## config.mk

```make
export PLATFORM = sky130hd
export DESIGN_NAME = vslc_timer_bank
export DESIGN_NICKNAME = d
export VERILOG_FILES = /design/src/rtl/vslc_timer_bank.sv
export SDC_FILE = /design/constraint.sdc
export NUM_CORES = 1
export LEC_CHECK = 0
export ABC_AREA = 0
export CAP_MARGIN = 10
export CELL_PAD_IN_SITES_DETAIL_PLACEMENT = 1
export CELL_PAD_IN_SITES_GLOBAL_PLACEMENT = 1
export CORE_ASPECT_RATIO = 1.75
export CORE_MARGIN = 3
export CORE_UTILIZATION = 36
export DETAILED_ROUTE_END_ITERATION = 8
export HOLD_SLACK_MARGIN = 0.02
export PLACE_DENSITY_LB_ADDON = 0.1
export SLEW_MARGIN = 20
export SYNTH_ARGS = -nofsm -noshare
export SYNTH_HDL_FRONTEND = slang
export SYNTH_SLANG_ARGS = --single-unit
```

## constraint.sdc

```tcl
create_clock -name clk -period 4.38 [get_ports clk]
set_input_delay 1.314 -clock clk [delete_from_list [all_inputs] [get_ports clk]]
set_output_delay 1.314 -clock clk [all_outputs]
set_load 0.01 [all_outputs]
```

## src/rtl/vslc_timer_bank.sv

```systemverilog
// Bank of independent two-phase timer channels driven by one shared prescaler tick.
// Each channel runs PHASE_A then PHASE_B, in periodic, one-shot or toggle mode.
module vslc_timer_bank #(
    parameter int WIDTH    = 16,
    parameter int CHANNELS = 4
) (
    input  logic                      clk,
    input  logic                      rst_n,
    input  logic [7:0]                prescale,
    input  logic [CHANNELS-1:0]       enable,
    input  logic [2*CHANNELS-1:0]     mode,
    input  logic [WIDTH*CHANNELS-1:0] period_a,
    input  logic [WIDTH*CHANNELS-1:0] period_b,
    output logic [CHANNELS-1:0]       timer_out,
    output logic [CHANNELS-1:0]       done,
    output logic [WIDTH*CHANNELS-1:0] counter_o
);

    typedef enum logic [1:0] {
        IDLE    = 2'd0,
        PHASE_A = 2'd1,
        PHASE_B = 2'd2,
        HALT    = 2'd3
    } state_t;

    localparam logic [1:0] MODE_ONESHOT = 2'b01;
    localparam logic [1:0] MODE_TOGGLE  = 2'b10;

    logic [7:0] presc_reg;
    logic       tick;

    // ">=" rather than "==" so lowering prescale mid-count never stalls the tick.
    assign tick = (presc_reg >= prescale);

    always_ff @(posedge clk or negedge rst_n) begin
        if (!rst_n) begin
            presc_reg <= 8'd0;
        end else if (tick) begin
            presc_reg <= 8'd0;
        end else begin
            presc_reg <= presc_reg + 8'd1;
        end
    end

    generate
        for (genvar gi = 0; gi < CHANNELS; gi++) begin : g_ch
            state_t           state_reg, state_next;
            logic [WIDTH-1:0] count_reg, count_next;
            logic             out_reg, out_next;
            logic             done_reg, done_next;
            logic [1:0]       mode_reg, mode_next;
            logic [WIDTH-1:0] active_period;
            logic             phase_end;

            // Period is compared live, so a lowered period ends the phase on the next tick.
            assign active_period = (state_reg == PHASE_B) ? period_b[gi*WIDTH +: WIDTH]
                                                          : period_a[gi*WIDTH +: WIDTH];
            assign phase_end     = tick && (count_reg >= active_period);

            always_ff @(posedge clk or negedge rst_n) begin
                if (!rst_n) begin
                    state_reg <= IDLE;
                    count_reg <= '0;
                    out_reg   <= 1'b0;
                    done_reg  <= 1'b0;
                    mode_reg  <= 2'b00;
                end else begin
                    state_reg <= state_next;
                    count_reg <= count_next;
                    out_reg   <= out_next;
                    done_reg  <= done_next;
                    mode_reg  <= mode_next;
                end
            end

            always_comb begin
                state_next = state_reg;
                count_next = count_reg;
                out_next   = out_reg;
                done_next  = 1'b0;
                mode_next  = mode_reg;
                if (!enable[gi]) begin
                    state_next = IDLE;
                    count_next = '0;
                    out_next   = 1'b0;
                end else begin
                    case (state_reg)
                        IDLE: begin
                            state_next = PHASE_A;
                            count_next = '0;
                            out_next   = 1'b0;
                            mode_next  = mode[gi*2 +: 2];
                        end
                        PHASE_A: begin
                            if (phase_end) begin
                                state_next = PHASE_B;
                                count_next = '0;
                                if (mode_reg != MODE_TOGGLE) begin
                                    out_next = 1'b1;
                                end
                            end else if (tick) begin
                                count_next = count_reg + WIDTH'(1);
                            end
                        end
                        PHASE_B: begin
                            if (phase_end) begin
                                count_next = '0;
                                done_next  = 1'b1;
                                if (mode_reg == MODE_ONESHOT) begin
                                    state_next = HALT;
                                    out_next   = 1'b0;
                                end else begin
                                    state_next = PHASE_A;
                                    out_next   = (mode_reg == MODE_TOGGLE) ? ~out_reg : 1'b0;
                                end
                            end else if (tick) begin
                                count_next = count_reg + WIDTH'(1);
                            end
                        end
                        HALT: begin
                            count_next = '0;
                            out_next   = 1'b0;
                        end
                        default: begin
                            state_next = IDLE;
                            count_next = '0;
                            out_next   = 1'b0;
                        end
                    endcase
                end
            end

            assign timer_out[gi]                 = out_reg;
            assign done[gi]                      = done_reg;
            assign counter_o[gi*WIDTH +: WIDTH]  = count_reg;
        end
    endgenerate

endmodule
```

# --- Yosys cells after proc, flatten, opt, wreduce, memory -nomap -nowiden ---
# Index checks and enable logic that the tools add are counted.
totals:
  reg_bits: 96
  latch_bits: 0
  mem_bits_rw: 0
  romBits: 0
  output_inout_bits: 72
  wordCells: 188
  mem_count: 0
classes:
  add_sub_neg: 5
  multipliers: 0
  n_div: 0
  n_lt_le_gt_ge: 5
  eq_ne: 44
  n_shift: 0
  mux: 81
  bitwise_logic: 4
  reduce_logical: 28
ops:
  columns: ["operator", "count"]
  rows:
  - ["$mux 16", 16]
  - ["$pmux 16 s2", 4]
  - ["$add 16x1->16 const B", 4]
  - ["$ge 16x16->1", 4]
  - ["$mux 1", 36]
  - ["$ne 3x3->1 const B", 12]
  - ["$mux 2", 16]
  - ["$eq 2x2->1 const B", 12]
  - ["$pmux 2 s3", 4]
  - ["$reduce_and 3->1", 8]
  - ["$eq 2x1->1 const B", 8]
  - ["$ne 4x1->1 const B", 4]
  - ["$ne 4x2->1 const B", 4]
  - ["$reduce_or 2->1", 8]
  - ["$pmux 1 s3", 4]
  - ["$add 8x1->8 const B", 1]
  - ["$ge 8x8->1", 1]
  - ["$logic_not 2->1", 4]
  - ["$mux 8", 1]
  - ["$ne 2x2->1 const B", 4]
  - ["$reduce_and 2->1", 4]
  - ["$logic_and 1x1->1", 4]
  - ["$not 1->1", 4]

# --- Logic depth before layout (Yosys ltp) ---
# Gate-level depths: netlist of the first run.
logic_depth:
  word_depth: 7
  depth_mapped: 14
  depth_no_buf: 11

# --- Worst setup path before layout of the first run ---
# Ideal clock, no wire load.
synth_path:
  path_type: "register to register"
  startpoint: "register g_ch[1].state_reg[0]"
  endpoint: "register g_ch[1].state_reg[1]"
  setup_time_ns: 0.127
  arrival_time_ns: 3.439
  required_ns: 4.253
  setup_slack_ns: 0.814
  stages_incl_launch_ff: 15
  n_path_buf: 3
  synth_period_minus_slack_ns: 3.566
  cell_sequence: "dfrtp_1 -> inv_1 -> ha_1 -> buf_1 -> clkbuf_1 -> mux2i_1 -> ha_1 -> nand4_1 -> or3_1 -> a221o_1 -> and3b_1 -> buf_6 -> o22a_4 -> o211ai_2 -> o31ai_2"
synth_between:
  elab_chain_cells: 6
  elab_cells_between_ends: 12
synth_lines:
  columns: ["element", "line", "rtl"]
  rows:
  - ["start: declaration", "47", "state_t state_reg, state_next;"]
  - ["start signal: assignment", "68", "state_reg <= state_next;"]
  - ["$eq 2x2->1", "56, 87", null]
  - ["$mux 16", "56", "assign active_period = (state_reg == PHASE_B) ? period_b[gi*WIDTH +: WIDTH]"]
  - ["$ge 16x16->1", "58", "assign phase_end = tick && (count_reg >= active_period);"]
  - ["$logic_and 1x1->1", "58", null]
  - ["$ne 3x3->1 (no line)", null, null]
  - ["$reduce_and 3->1 (no line)", null, null]
# Several ways; a longest one is shown, not always the timed one.
# A chain may end at the register's enable or synchronous reset.

# --- Final worst setup path of the first run ---
layout_path:
  startpoint: "input prescale[7]"
  endpoint: "register g_ch[3].count_reg[4]"
layout_between:
  elab_chain_cells: 5
  elab_cells_between_ends: 6
layout_lines:
  columns: ["element", "line", "rtl"]
  rows:
  - ["start: declaration", "9", "input logic [7:0] prescale,"]
  - ["$ge 8x8->1 (*)", "33", "assign tick = (presc_reg >= prescale);"]
  - ["$logic_and 1x1->1", "58", null]
  - ["$mux 16", "95", "if (phase_end) begin"]
  - ["$pmux 16 s2", "87", "case (state_reg)"]
  - ["$mux 16", "82", "if (!enable[gi]) begin"]
  - ["end signal: assignment", "69", "count_reg <= count_next;"]
  - ["end: declaration", "48", "logic [WIDTH-1:0] count_reg, count_next;"]
# Mark *: on every way between the ends. The rest lies on a longest branch, timed or not.

==> results of run 1 <==
-- metal layers --
layer  up-vias  track usage
met4         0      0.05812
li1       3315            -
met5         -            0
met1      3368       0.2018
met3        25      0.03845
met2       183       0.4048
-- path summary, 6_finish.rpt --
check | from | end | slack, ns | depth (start not counted)
max | prescale[7] | g_ch[3].count_reg[4] | 0.63 | 10
min | g_ch[2].mode_reg[1] | g_ch[2].mode_reg[1] | 0.51 | 1
max reg2reg | g_ch[0].state_reg[0] | g_ch[0].count_reg[11] | 0.75 | 12
min reg2reg | g_ch[2].mode_reg[1] | g_ch[2].mode_reg[1] | 0.51 | 1
max in group asynchronous | rst_n | g_ch[3].count_reg[15] | 2.68 | 2
min in group asynchronous | rst_n | g_ch[1].count_reg[7] | 0.99 | 1
-- critical path, cell delays in order --
cell             delay [ns]
clkdlybuf4s50_1        0.45
inv_1                  0.04
ha_1                   0.32
a41o_1                 0.24
a21oi_1                0.28
o31a_2                 0.52
buf_4                  0.23
or2_2                  0.19
nand3_2                0.25
nor2_1                 0.18
-- cells in the mapped netlist, types with 3 or more instances --
cell type	instances	area, sq um
dfrtp_1	96	2402
ha_1	89	1114
nor2_1	78	292.8
nand2_1	70	262.8
mux2i_1	63	630.6
a21oi_1	42	210.2
xor2_1	42	367.9
nand3_1	37	185.2
inv_1	35	131.4
o21ai_0	33	165.2
nand4_1	28	175.2
and3_1	19	118.9
clkbuf_1	15	56.30
nor3_1	14	70.07
a31oi_1	13	81.33
mux2_2	13	146.4
buf_4	11	82.58
xnor2_1	9	78.83
and2_1	8	50.05
nor4_1	8	50.05
nand2b_1	6	37.54
buf_2	5	25.02
a311oi_1	4	35.03
buf_1	4	15.01
a21boi_0	3	22.52
and4_1	3	26.28
nor2b_1	3	18.77
nor4b_1	3	26.28
o21a_1	3	22.52
-- stage by stage --
stage / util / std cells / power [mW]
final: 0.5075 / 1266 / 2.543
after global routing: 0.5075 / 1266 / 2.719
after CTS: 0.5075 / 1266 / 2.589
after detailed placement: 0.4944 / 1253 / 1.836
after global placement: 0.4944 / 1253 / 1.815
after floorplan: - / 804 / 1.487
-- logic make-up (layout without fill, tap and decap cells) --
| family | count (synthesis) | after routing | synth area share |
|---|---|---|---|
| simple gates | 289 | 289 | 0.1910 |
| flops | 96 | 96 | 0.3266 |
| fa+ha+maj | 89 | 89 | 0.1514 |
| buf+inv | 71 | 288 | 0.04371 |
| xor+xnor | 51 | 51 | 0.06072 |
| compound gates | 132 | 132 | 0.1209 |
| mux | 76 | 76 | 0.1056 |
-- power by group --
part | internal, mW | switching, mW
clock network | 0.406 | 0.329
logic | 0.381 | 0.404
registers | 0.952 | 0.0702
total | 1.74 | 0.804
-- cell type report --
class	instances	area (sq um)	area share
clock buffer	12	256.5	0.02538
inverter	35	131.4	0.01300
timing repair buffer	240	2365	0.2340
tap	245	306.5	0.03034
multi-input combinational	637	4638	0.4590
clock inverter	1	5.005	0.0004953
sequential	96	2402	0.2377
==> reports/results.tsv, run 1 <==
metric	value	unit
status	completed	
Fin. Hold Viols	0	
RSZ-0062 raised after global routing	false	
Hold Path Class	reg -> reg	
min Tclk post-route	3.754	ns
Post-synth EDFFs	0	
Cells after Synth	804	
gr ovfl total	0	
Worst setup EP type	register	
CP Max Fanout	19	
share of cells above drive strength 1	0.05779	
Detail Placement HPWL	18200	um
Worst-path clk slew	0.06	ns
die area	22250	sq um
crit path DAT	4.03	ns
leading cell type in the layout, fill and taps excluded	clkdlybuf4s50_1	
Final Cell Area	10100	sq um
nets	1258	
Pwr per Cell Area	251.6	nW/um^2
Synth Warn #	0	
Pleak	4.201	nW
antenna violations before repair	0	
Max Cap Violations	0	
Setup Skew	0.006711	ns
setup ws final	0.6261	ns
WL met3	1194	um
synthesized net count	1043	
CTS Sinks	96	
Slew Limit Fails	0	
total number of H-tree levels	3	
top routing layer in use	met4	
worst-margin pin slew	0.7585	ns
Core ar.	19910	sq um
Yosys cell types	67	
WS Path Type	in -> reg	
TritonCTS clock tree	done	
drc violations	0	
metal2 WL	12680	um
Yosys reg bits	96	
CTS max path bufs	2	
register area share after synthesis	0.3266	
Final ANT Viol Nets	0	
Post-Route WL	22360	um
first-pass GRT wire length	36460	um
die height	195.1	um
wire per inst	17.66	um
PostCTS Resize Cnt	0	
CP startpoint kind	input port	
DR pass1 iterations	4	
setup violators final	0	
Initial DRC Count	124	
fmax	0.2664	GHz
via count	6891	
syn avg cell area	9.149	sq um
CTS Hold Bufs	0	
Ant. Diodes	0	
I/O Buffers	221	
CP required	4.65	ns
commonest cells after routing, fill and taps aside	220 x clkdlybuf4s50_1, 96 x dfrtp_1, 89 x ha_1, 78 x nor2_1, 70 x nand2_1	
period utilization	0.8571	
Max IR drop VDD	0.0001621	V
dpl ws	0.2133	ns
All-Layer GR Usage	0.2014	
Placed Area	9843	sq um
synthesized area	7356	sq um
Layout area overhead	37.37	%
ys flop type	dfrtp_1	
Root Buffer	clkbuf_16	
Initial Util	0.3695	
fillers	2310	
Min Hold Slack	0.5140	ns
setup tns final	0	ns
Rel. slew slack	0.4943	
number of flip-flops in the largest register	64	
width of the chip	114.1	um
Post-CTS Setup Bufs	0	
vias per cell	5.443	
vias in the first global route	7576	
CTS buffer count	9	
# IOs	222	
Final Wtd Congestion	0.7673	
Synth async-reset ratio	1.000	
M1 WL	8103	um
pin count of the biggest net entering global routing	51	
clk_lat worst skew	0.35	ns
cell row count	68	
Power figures use the tool's default switching activity.
==> run 2: changes to the inputs <==
--- a/config.mk
+++ b/config.mk
@@ -6,7 +6,7 @@
 export NUM_CORES = 1
 export LEC_CHECK = 0
 export ABC_AREA = 0
-export CAP_MARGIN = 10
+export CAP_MARGIN = 20
 export CELL_PAD_IN_SITES_DETAIL_PLACEMENT = 1
 export CELL_PAD_IN_SITES_GLOBAL_PLACEMENT = 1
 export CORE_ASPECT_RATIO = 1.75
==> results of run 2 <==
The final DEF is identical to that of run 1; final timing and power are the same.
